===== config.mk =====
export PLATFORM = sky130hd
export DESIGN_NAME = pipeline_hazard_ctrl
export DESIGN_NICKNAME = d
export VERILOG_FILES = /design/src/rtl/pipeline_hazard_ctrl_pkg.sv /design/src/rtl/pipeline_hazard_ctrl_rs_use_decode.sv /design/src/rtl/pipeline_hazard_ctrl.sv
export SDC_FILE = /design/constraint.sdc
export NUM_CORES = 1
export LEC_CHECK = 0
export BUFFER_PORTS_ARGS = -buffer_cell sky130_fd_sc_hd__buf_2
export CORE_UTILIZATION = 50
export CTS_CLUSTER_DIAMETER = 80
export CTS_CLUSTER_SIZE = 20
export DETAILED_ROUTE_END_ITERATION = 12
export GPL_ROUTABILITY_DRIVEN = 0
export HOLD_SLACK_MARGIN = 0.03
export PLACE_DENSITY = 0.76
export SKIP_CTS_REPAIR_TIMING = 1
export SYNTH_ARGS = -nofsm -noshare
export SYNTH_HDL_FRONTEND = slang
export SYNTH_SLANG_ARGS = --single-unit

===== constraint.sdc =====
create_clock -name clk -period 3.2 [get_ports clk]
set_clock_uncertainty 0.05 [all_clocks]
set_input_delay 0.32 -clock clk [delete_from_list [all_inputs] [get_ports clk]]
set_output_delay 0.32 -clock clk [all_outputs]
set_load 0.01 [all_outputs]

===== src/rtl/pipeline_hazard_ctrl_pkg.sv =====
// pipeline_hazard_ctrl_pkg
// Shared constants for the TSC hazard controller:
//   - opcode and ALU func encodings of the TSC instruction set
//   - hazard controller state encoding (RUN / DRAIN / HALTED)
// No ports; imported by rs_use_decode and pipeline_hazard_ctrl.
package pipeline_hazard_ctrl_pkg;

  // Major opcodes
  localparam logic [3:0] OPC_BNE = 4'd0;
  localparam logic [3:0] OPC_BEQ = 4'd1;
  localparam logic [3:0] OPC_BGZ = 4'd2;
  localparam logic [3:0] OPC_BLZ = 4'd3;
  localparam logic [3:0] OPC_ADI = 4'd4;
  localparam logic [3:0] OPC_ORI = 4'd5;
  localparam logic [3:0] OPC_LHI = 4'd6;
  localparam logic [3:0] OPC_LWD = 4'd7;
  localparam logic [3:0] OPC_SWD = 4'd8;
  localparam logic [3:0] OPC_JMP = 4'd9;
  localparam logic [3:0] OPC_JAL = 4'd10;
  localparam logic [3:0] OPC_ALU = 4'd15;

  // ALU_OP func codes
  localparam logic [5:0] FN_ADD = 6'd0;
  localparam logic [5:0] FN_SUB = 6'd1;
  localparam logic [5:0] FN_AND = 6'd2;
  localparam logic [5:0] FN_ORR = 6'd3;
  localparam logic [5:0] FN_NOT = 6'd4;
  localparam logic [5:0] FN_TCP = 6'd5;
  localparam logic [5:0] FN_SHL = 6'd6;
  localparam logic [5:0] FN_SHR = 6'd7;
  localparam logic [5:0] FN_JPR = 6'd25;
  localparam logic [5:0] FN_JRL = 6'd26;
  localparam logic [5:0] FN_WWD = 6'd28;
  localparam logic [5:0] FN_HLT = 6'd29;

  // Hazard controller states
  typedef enum logic [1:0] {
    HZ_RUN    = 2'd0,
    HZ_DRAIN  = 2'd1,
    HZ_HALTED = 2'd2
  } hz_state_e;

endpackage


===== src/rtl/pipeline_hazard_ctrl_rs_use_decode.sv =====
// rs_use_decode
// Purely combinational decode of the ID-stage instruction into the
// facts the hazard logic needs. Also reused by forwarding_unit.
// Ports:
//   opcode_i  [3:0]  ID-stage opcode
//   func_i    [5:0]  ID-stage ALU func code
//   use_rs1_o        instruction reads rs1
//   use_rs2_o        instruction reads rs2
//   is_jump_o        JMP, JAL, JPR or JRL (resolved in ID)
//   is_hlt_o         HLT
module rs_use_decode
  import pipeline_hazard_ctrl_pkg::*;
(
  input  logic [3:0] opcode_i,
  input  logic [5:0] func_i,
  output logic       use_rs1_o,
  output logic       use_rs2_o,
  output logic       is_jump_o,
  output logic       is_hlt_o
);

  // LHI, JMP, JAL and unused opcodes fall through to "reads nothing".
  always_comb begin
    use_rs1_o = 1'b0;
    use_rs2_o = 1'b0;
    is_jump_o = 1'b0;
    is_hlt_o  = 1'b0;
    case (opcode_i)
      OPC_ADI, OPC_ORI, OPC_LWD, OPC_BGZ, OPC_BLZ: begin
        use_rs1_o = 1'b1;
      end
      OPC_SWD, OPC_BNE, OPC_BEQ: begin
        use_rs1_o = 1'b1;
        use_rs2_o = 1'b1;
      end
      OPC_JMP, OPC_JAL: begin
        is_jump_o = 1'b1;
      end
      OPC_ALU: begin
        // Only the two-operand arithmetic/logic funcs read rs2.
        use_rs1_o = (func_i != FN_HLT);
        use_rs2_o = (func_i == FN_ADD) || (func_i == FN_SUB) ||
                    (func_i == FN_AND) || (func_i == FN_ORR);
        is_jump_o = (func_i == FN_JPR) || (func_i == FN_JRL);
        is_hlt_o  = (func_i == FN_HLT);
      end
      default: begin
      end
    endcase
  end

endmodule


===== src/rtl/pipeline_hazard_ctrl.sv =====
// pipeline_hazard_ctrl
// Hazard and sequencing controller for the 5-stage TSC pipeline.
// Produces PC / IF/ID / ID/EX strobes for load-use stalls, control
// transfers and HLT drain, keeps the sticky halt flag and saturating
// stall/flush counters.
// Ports:
//   clk, reset_n          clock, synchronous active-high reset
//   id_opcode/id_func     ID-stage instruction decode fields
//   id_valid              ID-stage instruction is not a bubble
//   id_rs1/id_rs2         ID-stage source registers
//   ex_mem_read/ex_rd     EX-stage load indication and destination
//   ex_branch_taken       branch resolved taken in EX
//   pc_write/ifid_write   PC and IF/ID enables
//   ifid_flush            load bubble into IF/ID
//   idex_bubble           load bubble into ID/EX
//   halt                  sticky halted flag
//   stall_cnt/flush_cnt   saturating performance counters
module pipeline_hazard_ctrl
  import pipeline_hazard_ctrl_pkg::*;
#(
  parameter int CNT_W        = 16,
  parameter int DRAIN_CYCLES = 3
) (
  input  logic             clk,
  input  logic             reset_n,
  input  logic [3:0]       id_opcode,
  input  logic [5:0]       id_func,
  input  logic             id_valid,
  input  logic [1:0]       id_rs1,
  input  logic [1:0]       id_rs2,
  input  logic             ex_mem_read,
  input  logic [1:0]       ex_rd,
  input  logic             ex_branch_taken,
  output logic             pc_write,
  output logic             ifid_write,
  output logic             ifid_flush,
  output logic             idex_bubble,
  output logic             halt,
  output logic [CNT_W-1:0] stall_cnt,
  output logic [CNT_W-1:0] flush_cnt
);

  localparam int DW = (DRAIN_CYCLES < 2) ? 1 : $clog2(DRAIN_CYCLES + 1);

  hz_state_e        state_q, state_d;
  logic [DW-1:0]    drain_q, drain_d;
  logic             halt_q, halt_d;
  logic [CNT_W-1:0] stall_q, stall_d;
  logic [CNT_W-1:0] flush_q, flush_d;
  logic             stall_inc, flush_inc;

  logic use_rs1, use_rs2, is_jump, is_hlt;
  logic load_use, id_jump, id_hlt;

  rs_use_decode u_decode (
    .opcode_i  (id_opcode),
    .func_i    (id_func),
    .use_rs1_o (use_rs1),
    .use_rs2_o (use_rs2),
    .is_jump_o (is_jump),
    .is_hlt_o  (is_hlt)
  );

  assign load_use = id_valid & ex_mem_read &
                    ((use_rs1 & (id_rs1 == ex_rd)) | (use_rs2 & (id_rs2 == ex_rd)));
  assign id_jump  = id_valid & is_jump;
  assign id_hlt   = id_valid & is_hlt;

  // Strobes and next state. The drain counter is loaded with
  // DRAIN_CYCLES-1 on the HLT edge and HALTED is entered on the edge
  // where it would count down to zero, so halt rises exactly
  // DRAIN_CYCLES edges after HLT was in ID.
  always_comb begin
    state_d     = state_q;
    drain_d     = drain_q;
    halt_d      = halt_q;
    stall_inc   = 1'b0;
    flush_inc   = 1'b0;
    pc_write    = 1'b1;
    ifid_write  = 1'b1;
    ifid_flush  = 1'b0;
    idex_bubble = 1'b0;
    if (reset_n) begin
      pc_write    = 1'b0;
      ifid_write  = 1'b0;
      ifid_flush  = 1'b1;
      idex_bubble = 1'b1;
    end else begin
      case (state_q)
        HZ_RUN: begin
          if (ex_branch_taken) begin
            ifid_flush  = 1'b1;
            idex_bubble = 1'b1;
            flush_inc   = 1'b1;
          end else if (load_use) begin
            pc_write    = 1'b0;
            ifid_write  = 1'b0;
            idex_bubble = 1'b1;
            stall_inc   = 1'b1;
          end else if (id_jump) begin
            ifid_flush  = 1'b1;
            flush_inc   = 1'b1;
          end else if (id_hlt) begin
            pc_write    = 1'b0;
            ifid_write  = 1'b0;
            if (DRAIN_CYCLES <= 1) begin
              state_d = HZ_HALTED;
              halt_d  = 1'b1;
            end else begin
              state_d = HZ_DRAIN;
              drain_d = DW'(DRAIN_CYCLES - 1);
            end
          end
        end
        HZ_DRAIN: begin
          if (ex_branch_taken) begin
            // An older branch is resolving: the HLT was on a wrong path.
            ifid_flush  = 1'b1;
            idex_bubble = 1'b1;
            flush_inc   = 1'b1;
            state_d     = HZ_RUN;
            drain_d     = '0;
          end else begin
            pc_write    = 1'b0;
            ifid_write  = 1'b0;
            idex_bubble = 1'b1;
            if (drain_q <= DW'(1)) begin
              state_d = HZ_HALTED;
              halt_d  = 1'b1;
              drain_d = '0;
            end else begin
              drain_d = drain_q - DW'(1);
            end
          end
        end
        HZ_HALTED: begin
          pc_write    = 1'b0;
          ifid_write  = 1'b0;
          idex_bubble = 1'b1;
        end
        default: begin
          state_d = HZ_RUN;
        end
      endcase
    end
    stall_d = (stall_inc && (stall_q != '1)) ? stall_q + CNT_W'(1) : stall_q;
    flush_d = (flush_inc && (flush_q != '1)) ? flush_q + CNT_W'(1) : flush_q;
  end

  always_ff @(posedge clk) begin
    if (reset_n) begin
      state_q <= HZ_RUN;
      drain_q <= '0;
      halt_q  <= 1'b0;
      stall_q <= '0;
      flush_q <= '0;
    end else begin
      state_q <= state_d;
      drain_q <= drain_d;
      halt_q  <= halt_d;
      stall_q <= stall_d;
      flush_q <= flush_d;
    end
  end

  assign halt      = halt_q;
  assign stall_cnt = stall_q;
  assign flush_cnt = flush_q;

endmodule

# Yosys cells after proc, flatten, opt, wreduce, memory -nomap -nowiden
# Index checks and enable logic that the tools add are counted.
[word_totals]
output_inout_bits = 37
regBits = 37
[classes]
n_bitwise = 9
n_eq_ne = 28
addsub = 3
muxes = 38
order_cmp = 1
n_reduce_logical = 17
[ops]
columns = ["op", "n"]
rows = [
  ["16-bit by 1-bit adder with 16-bit output, second input constant", 2],
  ["16-bit != test, second input constant", 2],
  ["2-bit 2-to-1 mux", 12],
  ["6-bit by 5-bit equality test with 1-bit output, second input constant", 3],
  ["1-bit 2-to-1 mux", 18],
  ["4-bit equality test, second input constant", 4],
  ["4-bit by 3-bit equality test with 1-bit output, second input constant", 3],
  ["6-bit by 2-bit equality test with 1-bit output, second input constant", 2],
  ["1-bit one-hot mux with 2 select lines", 5],
  ["4-bit by 2-bit equality test with 1-bit output, second input constant", 2],
  ["2-bit != test, second input constant", 4],
  ["8-bit OR reduction", 1],
  ["1-bit AND", 6],
  ["6-bit by 1-bit equality test with 1-bit output, second input constant", 1],
  ["6-bit logical NOT", 1],
  ["6-bit by 5-bit != test with 1-bit output, second input constant", 1],
  ["2-bit one-hot mux with 3 select lines", 1],
  ["6-bit AND reduction", 1],
  ["5-bit AND reduction", 1],
  ["2-bit equality test", 2],
  ["4-bit by 1-bit equality test with 1-bit output, second input constant", 1],
  ["4-bit logical NOT", 1],
  ["1-bit logical OR", 4],
  ["2-bit one-hot mux with 2 select lines", 1],
  ["other kinds (14)", 17],
]

# Depth between registers and ports, before layout
[logic_depth]
word_depth = 13
depth_mapped = 10
ltp_nobuf = 8

# By module
# Synthesis repeated with hierarchy kept, for this count alone.
[hier_totals]
cells_unflattened = 277
area_unflattened_um2 = 2288.4
[by_module_without_submodules]
columns = ["module", "cells_each", "n_inst", "area_per_inst_um2"]
rows = [
  ["pipeline_hazard_ctrl", 258, 1, 2150.8],
  ["rs_use_decode", 19, 1, 137.6],
]

# Worst setup path before layout
# No wires, ideal clock.
[synth_timing]
kind = "register -> register"
startpoint = "register state_q[0]"
endpoint = "register flush_q[15] (netlist: flush_cnt[15])"
n_path_buf = 2
stages_incl_launch_ff = 11
arrival_time_ns = 2.079
setup_time_ns = 0.123
setup_slack_ns = 0.948
t_required_ns = 3.027
cell_sequence = "dfxtp_1 inv_1 ha_1 buf_2 o21ai_1 nand3_1 a211oi_2 or2_1 buf_6 nor3_1 mux2_1"
[synth_via]
elab_chain_len = 4
[synth_lines]
columns = ["element", "line_no", "text"]
rows = [
  ["start, declared", "pipeline_hazard_ctrl.sv:45", "hz_state_e state_q, state_d;"],
  ["start signal, assigned", "pipeline_hazard_ctrl.sv:158", "state_q <= state_d;"],
  ["2-bit by 1-bit equality test with 1-bit output / 2-bit logical NOT (equally long branches)", "pipeline_hazard_ctrl.sv:89", "case (state_q)"],
  ["1-bit one-hot mux with 2 select lines *", "pipeline_hazard_ctrl.sv:89", ""],
  ["1-bit 2-to-1 mux *", "pipeline_hazard_ctrl.sv:83", "if (reset_n) begin"],
  ["1-bit logical AND *", "pipeline_hazard_ctrl.sv:147", "flush_d = (flush_inc && (flush_q != '1)) ? flush_q + CNT_W'(1) : flush_q;"],
  ["end signal, assigned", "pipeline_hazard_ctrl.sv:162", "flush_q <= flush_d;"],
  ["end, declared", "pipeline_hazard_ctrl.sv:49", "logic [CNT_W-1:0] flush_q, flush_d;"],
]
# Mark *: on every way between the ends. The rest lies on a longest branch, timed or not.
# A chain may end at the register's enable or synchronous reset.

# Worst setup path in the final report
# Same ends and word-level chain as after synthesis.

==> impl_metrics.json <==
{
  "grt_pass1_wl_mm": 8.15,
  "ys_seq_area_share_pct": 34.0,
  "grt_antenna_before_repair": 0,
  "drv_cap": 0,
  "start_util_pct": 53.3,
  "synth_area_leaders": "dfxtp_1 (34%), xnor2_1 (5.2%), a21oi_1 (4.8%)",
  "use_met3_pct": 4.00,
  "fp.coreArea_sq_um": 4090,
  "synth-main-ff-cell": "dfxtp_1",
  "status": "complete, no violations",
  "cts_buffers": 5,
  "async_flop_share_pct": 0,
  "grtUsageMet1_pct": 28.3,
  "rsz0062_at_grt": "false",
  "io_buffer_count": 57,
  "synth-edff-count": 0,
  "rr_worst_depth": 8,
  "ant_nets": 0,
  "drt-total-wl_mm": 5.11,
  "areaGrowthSynthToFinish_pct": 19.0,
  "num-nets-final": 341,
  "max_freq_mhz": 392,
  "final_core_util_pct": 63.4,
  "min-delay-start": "halt$_SDFFE_PP0P_",
  "synth_cell_types": 60,
  "layout-drive-gt1-share_pct": 24.8,
  "drtIter0Drc": 132,
  "slew_violations": 0,
  "rows": 23,
  "clk_latency_ns": 0.29,
  "relSlewSlack_pct": 52.4,
  "worstSetupEndpointType": "register",
  "tightest_slew_ns": 0.715,
  "ir_drop_mv": 0.455,
  "dp_hpwl_mm": 3.56,
  "syn_avg_cell_area_sq_um": 8.41,
  "drc": 0,
  "vias": 2105,
  "synthCells": 259,
  "synthesis.area_sq_um": 2180,
  "ys_warn_count": 0,
  "gr-total-overflow": 0,
  "vias_per_cell": 5.77,
  "crit_path_start_kind": "register",
  "hold_depth": 2,
  "r2r-start": "state_q[0]$_SDFFE_PP0P_",
  "synth_top_area_share_pct": 34.0,
  "hold_viol_final": 0,
  "syn-num-nets": 286,
  "rrSetupSlack_ns": 0.65,
  "io_pins": 58,
  "cts_tree": "yes",
  "crit_arrival_ns": 2.68,
  "synth_top_area_cell": "dfxtp_1",
  "fill_cells": 361,
  "clockRootBuffer": "clkbuf_8",
  "whs_endpoint": "halt$_SDFFE_PP0P_",
  "grt_use_total_pct": 23.1,
  "grt_pass1_vias": 1862,
  "cts_sinks": 37,
  "final_cell_mix": "buf_2 (57), dfxtp_1 (37), nor2_1 (23)",
  "clk_transition_reported_paths_ns": 0.08,
  "final_common_cell": "buf_2",
  "fin_crit_ns": 2.55,
  "ys_ff_latch": 37,
  "die_w_um": 68.0,
  "power.density_nw_per_um2": 378,
  "worst-path-max-fanout": 10,
  "hold_path.class": "reg2reg",
  "grt_max_degree": 41,
  "cp_data_required_time_ns": 3.33,
  "setup_viol": 0,
  "htreeDepth": 2,
  "use_met2_pct": 40.3,
  "cts_buffer_depth": 2,
  "r2r_end": "flush_cnt[15]$_SDFFE_PP0P_",
  "chipHeight_um": 68.0,
  "first_pass_iters": 5,
  "antennaDiodeCount": 0,
  "wl_per_cell_um": 14.0,
  "path_class": "reg2reg",
  "hold_slack_ns": 0.418,
  "die_area_sq_um": 4620,
  "layout_worst_path_cycle_share_pct": 79.6,
  "total_leakage_power_nw": 1.03,
  "p_total_mw": 0.979,
  "tns_ns": 0,
  "busiest_layer": "met2"
}
-- power by group --
group | leakage (nW) | total (mW) | internal, mW | switching, mW
registers | 0.298 | 0.469 | 0.464 | 0.00474
logic | 0.674 | 0.0875 | 0.0339 | 0.0536
clock network | 0.0585 | 0.422 | 0.254 | 0.168
-- synth_stat cells, types with 2 or more instances --
cell	instances
xnor2_1	13
o21ai_1	7
nand3_1	13
nand4_1	8
nor4_1	2
nand2_1	16
and3_1	2
and2_1	3
dfxtp_1	37
o31ai_1	10
a21oi_2	2
or2_2	2
xor2_1	2
inv_1	11
a211o_1	2
buf_2	2
ha_1	6
o21a_1	2
nor4b_1	2
nor2b_1	4
a21oi_1	21
or3_1	5
nor3_1	7
clkbuf_1	5
buf_6	2
o21ai_0	2
nor2_1	23
o211ai_1	3
and4_1	3
mux2i_1	2
or4_1	11
-- worst max path at each step --
| stage | from | to |
|---|---|---|
| 3_5_place_dp | state_q[0]$_SDFFE_PP0P_ | flush_cnt[15]$_SDFFE_PP0P_ |
| 4_1_cts | state_q[0]$_SDFFE_PP0P_ | flush_cnt[15]$_SDFFE_PP0P_ |
| 3_3_place_gp | state_q[0]$_SDFFE_PP0P_ | flush_cnt[15]$_SDFFE_PP0P_ |
| 2_1_floorplan | state_q[0]$_SDFFE_PP0P_ | flush_cnt[15]$_SDFFE_PP0P_ |
| 6_report | state_q[0]$_SDFFE_PP0P_ | flush_cnt[15]$_SDFFE_PP0P_ |
| 5_1_grt | state_q[0]$_SDFFE_PP0P_ | flush_cnt[15]$_SDFFE_PP0P_ |
-- metrics by stage --
stage                     setup slack [ns]  cells  cell area, sq um
after floorplan                      0.948    259              2180
after global placement               0.840    357              2470
after detailed placement             0.696    357              2470
after CTS                            0.689    365              2590
after global routing                 0.484    365              2590
final                                0.651    365              2590
-- logic make-up after synthesis --
kind of cell,count (synthesis),synth area share [%]
xor gates and xnor gates,15,6.03
DFF,37,34.0
muxes,3,1.44
adders and majority gates,6,3.45
and+or+nand+nor,113,30.3
AOI/OAI and AO/OA,64,20.1
buffers and inverters,21,4.60
-- final cells by class --
cell class	instances	area (sq um)	area share [%]
Inverter	11	41.3	1.59
Timing Repair Buffer	58	293	11.3
Clock buffer	7	86.3	3.33
Clock inverter	1	30.0	1.16
Multi-Input combinational cell	201	1340	51.6
Tap cell	50	62.6	2.42
Sequential cell	37	741	28.6
-- critical path, stage by stage (launching register included) --
cell	delay [ns]
dfxtp_1	0.35
inv_1	0.09
ha_1	0.33
nand4_1	0.20
nor4_4	0.29
o21ai_2	0.15
or2_1	0.36
nor3_1	0.28
mux2_1	0.34
-- layer usage --
| layer | vias up | wire length [um] |
|---|---|---|
| li1 | 1076 | - |
| met1 | 973 | 2320 |
| met2 | 50 | 2520 |
| met3 | 6 | 206 |
| met4 | 0 | 56 |
| met5 | - | 0 |
-- state kept, by name (all words and copies together) (netlist names) --
signal	count
halt	1
flush_cnt	16
state_q	2
stall_cnt	16
drain_q	2
Power figures use the tool's default switching activity.
